`src/rtl/aoc_rom_pkg.sv`:
```
// ---------------------------------------------------------------------------
// aoc_rom_pkg
// Shared definitions for the ROM streaming blocks.
//   state_t    : streamer FSM encoding (IDLE=0, FETCH=1, HOLD=2, DONE=3)
//   rom_depth(): ROM size in bytes for a given address MSB index
// ---------------------------------------------------------------------------
package aoc_rom_pkg;

    typedef enum logic [1:0] {
        IDLE  = 2'd0,
        FETCH = 2'd1,
        HOLD  = 2'd2,
        DONE  = 2'd3
    } state_t;

    // ROM depth in bytes: the address bus is n_addr_bits+1 wide.
    function automatic longint unsigned rom_depth(input int n_addr_bits);
        return 64'd1 << (n_addr_bits + 1);
    endfunction

endpackage

```
`src/rtl/rom_streamer.sv`:
```
// ---------------------------------------------------------------------------
// rom_streamer
// Streams bytes from a falling-edge ROM, starting at address 0, until the ROM
// flags a null/out-of-range byte (rom_valid=0) or the last address has been
// transferred. One byte every two cycles with the consumer always ready.
//
// Ports
//   clk         : single clock, all state on rising edge
//   rst_n       : synchronous active-low reset
//   start       : begin a pass from address 0 (only in IDLE or DONE)
//   abort       : end any pass and return to IDLE
//   rom_addr    : registered ROM read address
//   rom_data    : ROM byte (ROM updates it on the falling edge)
//   rom_valid   : 1 = rom_data is non-null and in range
//   out_data    : streamed byte
//   out_valid   : byte available to consumer
//   out_ready   : consumer accepts byte
//   busy        : high in FETCH or HOLD
//   done        : high in DONE only
//   byte_count  : bytes transferred in the current or last pass
//   fsm_state   : current FSM state (debug visibility)
//
// Handshake: a byte transfers on a rising edge where out_valid=1 and
// out_ready=1. Once out_valid is raised, out_data stays unchanged until that
// transfer happens (or abort/reset drops out_valid). out_valid never depends
// combinationally on out_ready.
// ---------------------------------------------------------------------------
module rom_streamer
    import aoc_rom_pkg::*;
#(
    parameter int N_ADDR_BITS = 16
) (
    input  logic                   clk,
    input  logic                   rst_n,
    input  logic                   start,
    input  logic                   abort,
    output logic [N_ADDR_BITS:0]   rom_addr,
    input  logic [7:0]             rom_data,
    input  logic                   rom_valid,
    output logic [7:0]             out_data,
    output logic                   out_valid,
    input  logic                   out_ready,
    output logic                   busy,
    output logic                   done,
    output logic [N_ADDR_BITS+1:0] byte_count,
    output logic [1:0]             fsm_state
);

    localparam int ADDR_W = N_ADDR_BITS + 1;
    localparam int CNT_W  = N_ADDR_BITS + 2;
    localparam logic [N_ADDR_BITS:0] LAST_ADDR = ADDR_W'(rom_depth(N_ADDR_BITS) - 64'd1);

    state_t                  state, state_nxt;
    logic [N_ADDR_BITS:0]    addr_nxt;
    logic [7:0]              data_nxt;
    logic                    valid_nxt;
    logic [N_ADDR_BITS+1:0]  count_nxt;

    // State and datapath registers
    always_ff @(posedge clk) begin
        if (!rst_n) begin
            state      <= IDLE;
            rom_addr   <= '0;
            out_data   <= '0;
            out_valid  <= 1'b0;
            byte_count <= '0;
        end else begin
            state      <= state_nxt;
            rom_addr   <= addr_nxt;
            out_data   <= data_nxt;
            out_valid  <= valid_nxt;
            byte_count <= count_nxt;
        end
    end

    // Next-state and next-datapath logic
    always_comb begin
        state_nxt = state;
        addr_nxt  = rom_addr;
        data_nxt  = out_data;
        valid_nxt = out_valid;
        count_nxt = byte_count;

        if (abort) begin
            // Abort wins over start and over a transfer in the same cycle;
            // byte_count is kept so the partial pass remains visible.
            state_nxt = IDLE;
            valid_nxt = 1'b0;
            addr_nxt  = '0;
        end else begin
            unique case (state)
                IDLE, DONE: begin
                    if (start) begin
                        addr_nxt  = '0;
                        count_nxt = '0;
                        state_nxt = FETCH;
                    end
                end
                FETCH: begin
                    // rom_addr was stable all cycle; the ROM's falling-edge
                    // read has settled by this rising edge.
                    if (rom_valid) begin
                        data_nxt  = rom_data;
                        valid_nxt = 1'b1;
                        state_nxt = HOLD;
                    end else begin
                        state_nxt = DONE;
                    end
                end
                HOLD: begin
                    if (out_ready) begin
                        valid_nxt = 1'b0;
                        count_nxt = byte_count + CNT_W'(1);
                        // Stop at the top of the ROM rather than wrapping.
                        if (rom_addr == LAST_ADDR) begin
                            state_nxt = DONE;
                        end else begin
                            addr_nxt  = rom_addr + ADDR_W'(1);
                            state_nxt = FETCH;
                        end
                    end
                end
                default: state_nxt = IDLE;
            endcase
        end
    end

    assign busy      = (state == FETCH) || (state == HOLD);
    assign done      = (state == DONE);
    assign fsm_state = state;

endmodule

```
`config.mk`:
```
export PLATFORM = sky130hd
export DESIGN_NAME = rom_streamer
export DESIGN_NICKNAME = d
export VERILOG_FILES = /design/src/rtl/aoc_rom_pkg.sv /design/src/rtl/rom_streamer.sv
export SDC_FILE = /design/constraint.sdc
export NUM_CORES = 1
export LEC_CHECK = 0
export CAP_MARGIN = 15
export CORE_MARGIN = 2
export CORE_UTILIZATION = 25
export DETAILED_ROUTE_END_ITERATION = 8
export GPL_TIMING_DRIVEN = 0
export PLACE_DENSITY = 0.55
export SLEW_MARGIN = 20
export SYNTH_ARGS = -nofsm -noshare
export SYNTH_HDL_FRONTEND = slang
export SYNTH_SLANG_ARGS = --single-unit
```
`constraint.sdc`:
```
create_clock -name clk -period 2.65 [get_ports clk]
set_input_delay 0.53 -clock clk [delete_from_list [all_inputs] [get_ports clk]]
set_output_delay 0.53 -clock clk [all_outputs]
set_load 0.02 [all_outputs]
```
==> impl_metrics.py, run 1 <==
metrics = {
    "outcome": {
        "outcome": "finished, final reports clean",
    },
    "drt": {
        "totalWireLength_mm": 5.56,
        "final_antenna_net_count": 0,
        "remaining_drc_errors": 0,
        "dr.pass1.iters": 4,
        "drt_iter0_drc": 61,
        "wl_per_cell_um": 13.0,
        "viasPerCell": 4.90,
        "vias": 2098,
    },
    "critical_path": {
        "cp_data_required_time_ps": 2120,
        "crit_chain": "inv_1 -> ha_1 -> inv_1 -> clkdlybuf4s50_1",
        "cp.depth": 4,
        "arrival_ps": 1880,
        "cpMostUsedCell": "inv_1",
        "critical_path_buf_inv_count": 3,
        "crit_path_start": "fsm_state[0]",
        "worstReg2RegStart": "fsm_state[0]",
        "critPathSlowestCell": "clkdlybuf4s50_1",
        "cpPeakStageDelay_ps": 610,
        "ff2ff_setup_slack_ps": 260,
        "critPathCapture": "busy",
        "crit_family": "buffers and inverters",
        "r2r_cells": 7,
        "worst_r2r_endpoint": "byte_count[15]",
        "start_kind": "flip-flop",
        "path_max_fanout": 7,
        "path_class": "reg -> out",
        "crit_path_end_kind": "output port",
    },
    "clocking": {
        "cts_hold_buf": 0,
        "cts_tree": "done",
        "clk_pin_slew_ps": 80,
        "htree_levels": 2,
        "cts_setup_buffers": 0,
        "clk_latency_ps": 300,
        "cts_made_buffers": 5,
        "cts.path.max_buffers": 2,
        "cts_root_buf": "clkbuf_8",
        "cts_sinks": 46,
        "cts_resized": 0,
    },
    "place": {
        "portBuffers": 60,
        "post_dp_cell_area_um2": 3010,
        "dpl.hpwl_mm": 4.20,
        "gp_congestion": 0.748,
    },
    "worst_hold_path": {
        "hold_class": "reg -> reg",
    },
    "power_and_ir_drop": {
        "p_leak_uw": 0.00102,
        "switchingPower_uw": 298,
        "pwr-share-comb": 0.084,
        "power_frac_clock": 0.357,
        "seqPwrFrac": 0.559,
        "p_int_uw": 959,
        "switching_share": 0.237,
        "power_density_nw_per_um2": 405,
        "vdd_drop_max_mv": 0.211,
    },
    "final_layout": {
        "nets": 340,
        "num_antenna_cells": 0,
        "drive_gt1_frac": 0.0563,
        "seq_area_um2": 921,
        "multi_input_area_um2": 1270,
        "syn2layout_area_growth_pct": 36.3,
        "nFillCells": 924,
        "fin_util": 0.354,
        "stdcell_area_um2": 3110,
    },
    "synthesis": {
        "ys_ff_latch": 46,
        "syn_area_per_cell_um2": 9.01,
        "syn_area_um2": 2280,
        "synth_cells": 253,
        "ys_seq_area_frac": 0.404,
        "synthesis.nets": 274,
        "ys.warnings.count": 0,
        "synth.distinct_cells": 36,
    },
    "sta": {
        "hold_ws_ps": 487,
        "rsz0062_at_grt": "false",
        "fmax_mhz": 415,
        "drv_slew": 0,
        "finalHoldViolCount": 0,
        "post-route-period-util": 0.909,
        "relSlewSlack": 0.611,
        "setup_violations": 0,
        "worst_pin_slew_ps": 569,
        "min_period_ps": 2410,
        "skew_ps": 4.12,
    },
    "grt": {
        "overflow": 0,
        "busiest_layer": "met2",
        "use_met2": 0.184,
        "met1_usage": 0.152,
        "gr-usage-met3": 0.0281,
        "grt_pass1_wl_mm": 9.30,
        "grt_usage": 0.115,
        "first_global_vias": 1916,
        "grt_max_degree": 14,
        "grt_antenna_before_repair": 0,
    },
    "die": {
        "die-area_um2": 9890,
        "start_util": 0.260,
        "fp.dieW_um": 99.5,
        "dieHeight_um": 99.5,
        "rows": 34,
        "num_io_pins": 62,
        "core-area_um2": 8760,
    },
    "run": {
        "maxCapViolCount": 0,
    },
}
## routing by layer
layer  wire length (um)  vias up
li1                   -     1063
met1               2730      983
met2               2530       46
met3                231        6
met4                 70        0
met5                  0        -
## cell usage after synthesis
cell type / number / area [um^2]
nand3b_1: 1 / 7.51
nand2b_1: 4 / 25.0
or2b_1: 1 / 7.51
or4b_4: 1 / 13.8
nand4bb_4: 1 / 27.5
nor3_1: 1 / 5.00
xnor2_1: 6 / 52.6
or4_4: 1 / 11.3
inv_1: 9 / 33.8
and3_2: 1 / 7.51
and2_1: 1 / 6.26
nand2_1: 12 / 45.0
or2_2: 2 / 12.5
clkbuf_1: 10 / 37.5
nand3_1: 10 / 50.1
or4_1: 15 / 113
o21ai_1: 1 / 5.00
nor2b_1: 8 / 50.1
and4_1: 3 / 26.3
nor4_1: 2 / 12.5
nand4_1: 8 / 50.1
a211o_1: 2 / 17.5
xor2_1: 4 / 35.0
nor2_1: 17 / 63.8
a21oi_1: 27 / 135
nor2b_4: 2 / 27.5
o31ai_1: 15 / 113
or3_1: 8 / 50.1
o21ai_0: 7 / 35.0
dfxtp_1: 46 / 921
and3b_1: 1 / 8.76
a211oi_1: 2 / 15.0
buf_6: 2 / 22.5
a2111oi_0: 2 / 17.5
ha_1: 7 / 87.6
mux2i_1: 13 / 130
## area by class of cell
type                            count  share of cell area
Buffer                             11              0.0181
Clock buffer                        7              0.0278
Clock inverter                      1             0.00161
Inverter                            9              0.0109
Multi-Input combinational cell    186               0.408
Sequential cell                    46               0.297
Tap cell                          108              0.0435
Timing Repair Buffer               60               0.193
## registers in the layout, summed over array words and instances, names as in the netlist
signal and cells:
byte_count 18, rom_addr 17, out_data 8, out_valid 1
fsm_state 2
## through the flow
step	power [uW]	instances	worst slack [ps]	TNS (ps)
after floorplan	777	253	316	0
after global placement	824	421	-64.4	-454
after detailed placement	825	421	-69.6	-442
after CTS	1280	429	91.9	0
after global routing	1310	428	53.2	0
final	1260	428	241	0
## cells in the final DEF (no fill, tap or decap), types with 9 or more instances in the layout
master	instances
clkdlybuf4s50_1	60
dfxtp_1	46
a21oi_1	27
nor2_1	17
o31ai_1	15
or4_1	15
mux2i_1	13
nand2_1	12
clkbuf_1	10
nand3_1	10
inv_1	9
## logic make-up (layout without fill, tap and decap cells)
kind of cell | after synthesis | after routing | synth area share
xor+xnor | 10 | 10 | 0.0384
buf+inv | 21 | 88 | 0.0412
fa+ha+maj | 7 | 7 | 0.0384
mux | 13 | 13 | 0.0571
simple gates | 100 | 100 | 0.272
compound gates | 56 | 56 | 0.148
flops | 46 | 46 | 0.404
## worst min path at each step
stage | slack (ps) | start | end | cells after the start
2_1_floorplan | 550 | rom_addr[15] | rom_addr[15] | 2
3_5_place_dp | 480 | byte_count[17] | byte_count[17] | 2
3_3_place_gp | 460 | byte_count[17] | byte_count[17] | 2
6_report | 490 | byte_count[17] | byte_count[17] | 2
5_1_grt | 510 | byte_count[17] | byte_count[17] | 2
4_1_cts | 490 | byte_count[17] | byte_count[17] | 2
## tightest hold or removal path, cell delays in order, from the launching register on
cell	delay [ps]
dfxtp_1	330
o31ai_1	60
a21oi_1	60
## power groups by stage
stage	Sequential [uW]	Combinational [uW]	Clock [uW]
4_1_cts	703	107	466
6_report	703	105	448
3_5_place_dp	719	106	0
5_1_grt	705	116	492
2_1_floorplan	725	51.6	0
3_3_place_gp	719	105	0
(Power assumes the default switching activity.)
==> run 2: changes to the inputs <==
Settings changed: CAP_MARGIN 15 to 30, CORE_MARGIN 2 to 3.
==> run 2 against run 1 <==
Effect of this change:
- fmax fell by 0.89%
- die area rose by 4.1%
- sequential cell count did not move
- clock power rose by 22%
==> impl_metrics.py, run 2 (synthesis gave the netlist of run 1 again) <==
metrics = {
    "final_layout": {
        "syn2layout_area_growth_pct": 37.2,
        "largest_register_ffs": 18,
        "nets": 340,
        "fin_util": 0.355,
        "drive_gt1_frac": 0.0594,
        "largest_registers": "byte_count x18, rom_addr x17, out_data x8",
        "num_antenna_cells": 0,
        "regMostFlops": "byte_count",
        "final_common_cell": "clkdlybuf4s50_1",
        "final_cell_mix": "clkdlybuf4s50_1 (60), dfxtp_1 (46), a21oi_1 (27)",
        "nFillCells": 915,
    },
    "power_and_ir_drop": {
        "power_frac_clock": 0.404,
        "power_density_nw_per_um2": 434,
        "pwr-share-comb": 0.078,
        "p_int_uw": 1030,
        "vdd_drop_max_mv": 0.188,
        "switching_share": 0.240,
        "seqPwrFrac": 0.518,
        "power_uw": 1360,
        "p_leak_uw": 0.00103,
        "switchingPower_uw": 325,
    },
    "outcome": {
        "outcome": "finished, final reports clean",
    },
    "die": {
        "die-area_um2": 10300,
        "fp.dieW_um": 101,
        "rows": 34,
        "start_util": 0.259,
        "num_io_pins": 62,
        "dieHeight_um": 101,
        "core-area_um2": 8810,
    },
    "critical_path": {
        "worstReg2RegStart": "fsm_state[0]",
        "path_class": "reg -> out",
        "ff2ff_setup_slack_ps": 230,
        "r2r_cells": 7,
        "arrival_ps": 1900,
        "worst_r2r_endpoint": "byte_count[15]",
        "cpMostUsedCell": "inv_1",
        "cp_data_required_time_ps": 2120,
        "cpPeakStageDelay_ps": 600,
        "crit_chain": "inv_1 -> ha_1 -> inv_1 -> clkdlybuf4s50_1",
        "path_max_fanout": 7,
        "start_kind": "flip-flop",
        "critPathSlowestCell": "clkdlybuf4s50_1",
        "crit_path_end_kind": "output port",
    },
    "drt": {
        "dr_wl_met2_mm": 2.54,
        "met1_length_mm": 2.90,
        "vias": 2113,
        "dr.pass1.iters": 4,
        "final_antenna_net_count": 0,
        "dr_wl_met3_um": 289,
        "maxUsedRoutingLayer": "met4",
        "totalWireLength_mm": 5.77,
        "wl_per_cell_um": 13.5,
        "viasPerCell": 4.94,
        "drt_iter0_drc": 86,
        "remaining_drc_errors": 0,
    },
    "clocking": {
        "cts_hold_buf": 0,
        "cts.path.max_buffers": 2,
        "cts_tree": "done",
        "cts_root_buf": "clkbuf_8",
        "clk_latency_ps": 310,
        "cts_sinks": 46,
        "clk_pin_slew_ps": 100,
        "htree_levels": 2,
        "cts_made_buffers": 5,
        "cts_setup_buffers": 0,
        "cts_resized": 0,
    },
    "sta": {
        "post-route-period-util": 0.917,
        "drv_slew": 0,
        "setup_violations": 0,
        "relSlewSlack": 0.622,
        "skew_ps": 9.96,
        "rsz0062_at_grt": "false",
        "fmax_mhz": 411,
        "min_period_ps": 2430,
        "worst_pin_slew_ps": 567,
        "finalHoldViolCount": 0,
    },
    "place": {
        "dpl.hpwl_mm": 4.22,
        "portBuffers": 60,
        "gp_congestion": 0.745,
    },
    "worst_hold_path": {
        "hold_start": "byte_count[17]",
        "hold_end": "byte_count[17]",
        "hold_class": "reg -> reg",
        "whs_path_depth": 2,
    },
    "grt": {
        "grt_pass1_wl_mm": 9.52,
        "grt_max_degree": 16,
        "overflow": 0,
        "first_global_vias": 1998,
        "grt_antenna_before_repair": 0,
        "grt_usage": 0.113,
    },
    "run": {
        "maxCapViolCount": 0,
    },
}
[run 2: cell count changes in the layout (fill, tap and decap cells not counted)]
| cell | before | now |
|---|---|---|
| clkbuf_1 | 10 | 9 |
| bufinv_16 | 0 | 1 |
| clkbuf_8 | 6 | 5 |
| inv_6 | 0 | 1 |
[run 2: critical path, delay by kind of cell, from the launching register on]
family | cells | cell delay, ps
buf+inv | 3 | 770
flops | 1 | 430
fa+ha+maj | 1 | 400
[run 2: worst max-delay path by stage]
stage                          end  slack, ps    startpoint  depth (start not counted)
finish                        busy        220  fsm_state[0]                          4
global route           rom_addr[8]         30   rom_addr[8]                          8
CTS                  byte_count[3]        100  fsm_state[0]                          7
detailed placement   byte_count[3]        -60         start                          6
global placement     byte_count[3]        -50         start                          6
floorplan           byte_count[15]        320  fsm_state[0]                          7
[run 2: routing by layer]
layer,global-route usage,vias up
li1,-,1069
met1,0.154,986
met2,0.181,52
met3,0.0303,6
met4,0.0215,0
met5,0,-
[run 2: area by class of cell]
type | count | area, um^2 | area share
Buffer | 11 | 56.3 | 0.0180
Clock buffer | 5 | 68.8 | 0.0220
Clock inverter | 3 | 43.8 | 0.0140
Inverter | 9 | 33.8 | 0.0108
Multi-Input combinational cell | 186 | 1270 | 0.405
Sequential cell | 46 | 921 | 0.295
Tap cell | 108 | 135 | 0.0432
Timing Repair Buffer | 60 | 601 | 0.192
[run 2: through the flow]
stage / setup WS (ps) / TNS [ps] / cell area (um^2) / instances / hold WS, ps
2_1_floorplan: 316 / 0 / 2280 / 253 / 550
3_3_place_gp: -52.3 / -363 / 3010 / 421 / 472
3_5_place_dp: -58.6 / -381 / 3010 / 421 / 482
4_1_cts: 99.2 / 0 / 3130 / 429 / 495
5_1_grt: 34.7 / 0 / 3130 / 428 / 528
6_report: 219 / 0 / 3130 / 428 / 493
[run 2: power groups by stage]
stage               Sequential [uW]  Clock [uW]  Combinational [uW]
finish                          703         548                 105
global route                    704         578                 116
CTS                             703         561                 106
detailed placement              719           0                 106
global placement                719           0                 106
floorplan                       725           0                51.6
==> run 3: changes to the inputs <==
Settings changed: ABC_AREA set to 1, PLACE_DENSITY 0.55 to 0.54, SLEW_MARGIN 20 to 15.
==> run 3 against run 2 <==
Effect of this change:
- first-iteration DRC count down 55%
- count of clock-buffer cells in the layout up 2
- critical path depth unchanged
- sequential cell count unchanged
- largest cell class unchanged
- sequential power about the same
- global-route usage down 0.44 points
- clock skew down 2.8 ps
==> impl_metrics.py, run 3 <==
metrics = {
    "final_layout": {
        "largest_registers": "byte_count x18, rom_addr x17, out_data x8",
        "nets": 445,
        "final_cell_mix": "nand2_1 (73), nor2_1 (70), clkdlybuf4s50_1 (61)",
        "num_antenna_cells": 0,
        "largest_register_ffs": 18,
        "multi_input_area_um2": 1220,
        "fin_util": 0.350,
        "nFillCells": 1017,
        "syn2layout_area_growth_pct": 35.1,
        "stdcell_area_um2": 3260,
        "final_common_cell": "nand2_1",
        "regMostFlops": "byte_count",
        "seq_area_um2": 921,
        "drive_gt1_frac": 0.0778,
    },
    "power_and_ir_drop": {
        "p_leak_uw": 0.00129,
        "vdd_drop_max_mv": 0.170,
        "power_density_nw_per_um2": 388,
    },
    "die": {
        "rows": 35,
        "start_util": 0.259,
        "core-area_um2": 9330,
        "num_io_pins": 62,
        "die-area_um2": 10900,
        "fp.dieW_um": 104,
        "dieHeight_um": 104,
    },
    "drt": {
        "vias": 2331,
        "viasPerCell": 4.22,
        "remaining_drc_errors": 0,
        "dr.pass1.iters": 4,
        "final_antenna_net_count": 0,
        "totalWireLength_mm": 5.78,
        "wl_per_cell_um": 10.5,
        "drt_iter0_drc": 39,
    },
    "grt": {
        "grt_antenna_before_repair": 0,
        "overflow": 0,
        "grt_max_degree": 13,
        "grt_usage": 0.109,
        "grt_pass1_wl_mm": 10.1,
        "first_global_vias": 2214,
    },
    "outcome": {
        "outcome": "finished, final reports clean",
    },
    "place": {
        "portBuffers": 61,
        "post_dp_cell_area_um2": 3190,
        "gp_congestion": 0.774,
        "dpl.hpwl_mm": 4.38,
        "post-place-ws_ps": 380,
    },
    "clocking": {
        "cts_sinks": 46,
        "cts_hold_buf": 0,
        "cts.path.max_buffers": 2,
        "cts_resized": 0,
        "clk_latency_ps": 300,
        "cts_root_buf": "clkbuf_8",
        "cts_setup_buffers": 0,
        "clk_pin_slew_ps": 90,
        "htree_levels": 2,
        "cts_made_buffers": 5,
        "cts_tree": "done",
    },
    "sta": {
        "post-route-period-util": 0.907,
        "min_period_ps": 2400,
        "worst_pin_slew_ps": 307,
        "skew_ps": 7.12,
        "tns_ps": 0,
        "rsz0062_at_grt": "false",
        "hold_ws_ps": 488,
        "fmax_mhz": 416,
        "finalHoldViolCount": 0,
        "drv_slew": 0,
        "relSlewSlack": 0.795,
        "layout_setup_ws_ps": 247,
        "setup_violations": 0,
    },
    "critical_path": {
        "path_max_fanout": 5,
        "worstReg2RegStart": "rom_addr[0]",
        "start_kind": "flip-flop",
        "r2r_cells": 15,
        "worst_r2r_endpoint": "rom_addr[4]",
        "arrival_ps": 1870,
        "ff2ff_setup_slack_ps": 410,
        "path_class": "reg -> out",
        "crit_path_end_kind": "output port",
        "cp_data_required_time_ps": 2120,
    },
    "run": {
        "maxCapViolCount": 0,
    },
    "worst_hold_path": {
        "whs_path_depth": 2,
        "hold_end": "rom_addr[6]",
        "hold_start": "rom_addr[6]",
        "hold_class": "reg -> reg",
    },
    "synthesis": {
        "ys_seq_area_frac": 0.381,
        "synth_top_area_share": 0.381,
        "synth_edf_count": 0,
        "ys.warnings.count": 0,
        "ys_ff_latch": 46,
        "syn_area_per_cell_um2": 6.79,
        "synth.distinct_cells": 29,
        "synth.most_common_cell": "nand2_1",
        "synthesis.nets": 377,
        "ys_top_cells_by_area": "dfxtp_1 (38%), nand2_1 (11%), nor2_1 (11%), inv_1 (8.1%), nand3_1 (5.6%)",
        "synth_ff_type": "dfxtp_1",
        "async_flop_share": 0,
        "synth_top_cell_by_area": "dfxtp_1",
        "syn_area_um2": 2420,
        "synth_cells": 356,
        "synth_common_cells": "nand2_1 (73), nor2_1 (70), inv_1 (52), dfxtp_1 (46), nand3_1 (27)",
    },
}
## run 3: cell type report
type / count / share of cell area
Inverter: 54 / 0.0621
Timing Repair Buffer: 61 / 0.187
Buffer: 7 / 0.0211
Multi-Input combinational cell: 249 / 0.375
Sequential cell: 46 / 0.282
Clock buffer: 7 / 0.0234
Tap cell: 129 / 0.0494
## run 3: per-stage QoR
stage	cells	power [uW]
after CTS	553	1300
final	553	1270
after global routing	553	1330
after global placement	546	866
after detailed placement	546	866
after floorplan	356	809
## run 3: critical path, stage by stage (launching register included)
cell,delay (ps)
dfxtp_1,410
inv_1,80
ha_1,340
inv_1,120
clkdlybuf4s50_1,620
## run 3: layer usage
layer / vias to the layer above / routed length, um / share of wire / track usage
li1: 1256 / - / - / -
met1: 1038 / 2780 / 0.48 / 0.139
met2: 32 / 2780 / 0.48 / 0.185
met3: 5 / 167 / 0.029 / 0.0223
met4: 0 / 46 / 0.0080 / 0.0285
met5: - / 0 / 0 / 0
## run 3: worst max path at each step
stage	from	end	slack (ps)	cells past startpoint
final	fsm_state[0]	busy	250	4
after CTS	fsm_state[0]	busy	210	4
after global routing	fsm_state[0]	busy	100	4
after detailed placement	rom_addr[0]	rom_addr[6]	380	15
after global placement	rom_addr[0]	rom_addr[6]	360	15
after floorplan	rom_addr[0]	rom_addr[5]	630	15
## run 3: where the power goes
part	total (uW)	leakage, uW	switching [uW]	internal (uW)
combinational	144	0.000881	81.1	62.6
sequential	705	0.000371	6.71	698
clock	418	0.0000383	235	182
total	1270	0.00129	323	943
## run 3: cell families (layout without fill, tap and decap cells)
group | after synthesis | in the layout | share of synthesized area
buffers and inverters | 61 | 129 | 0.112
xor gates and xnor gates | 1 | 1 | 0.00363
AOI/OAI and AO/OA | 39 | 39 | 0.0911
and+or+nand+nor | 202 | 202 | 0.375
DFF | 46 | 46 | 0.381
adders and majority gates | 7 | 7 | 0.0362
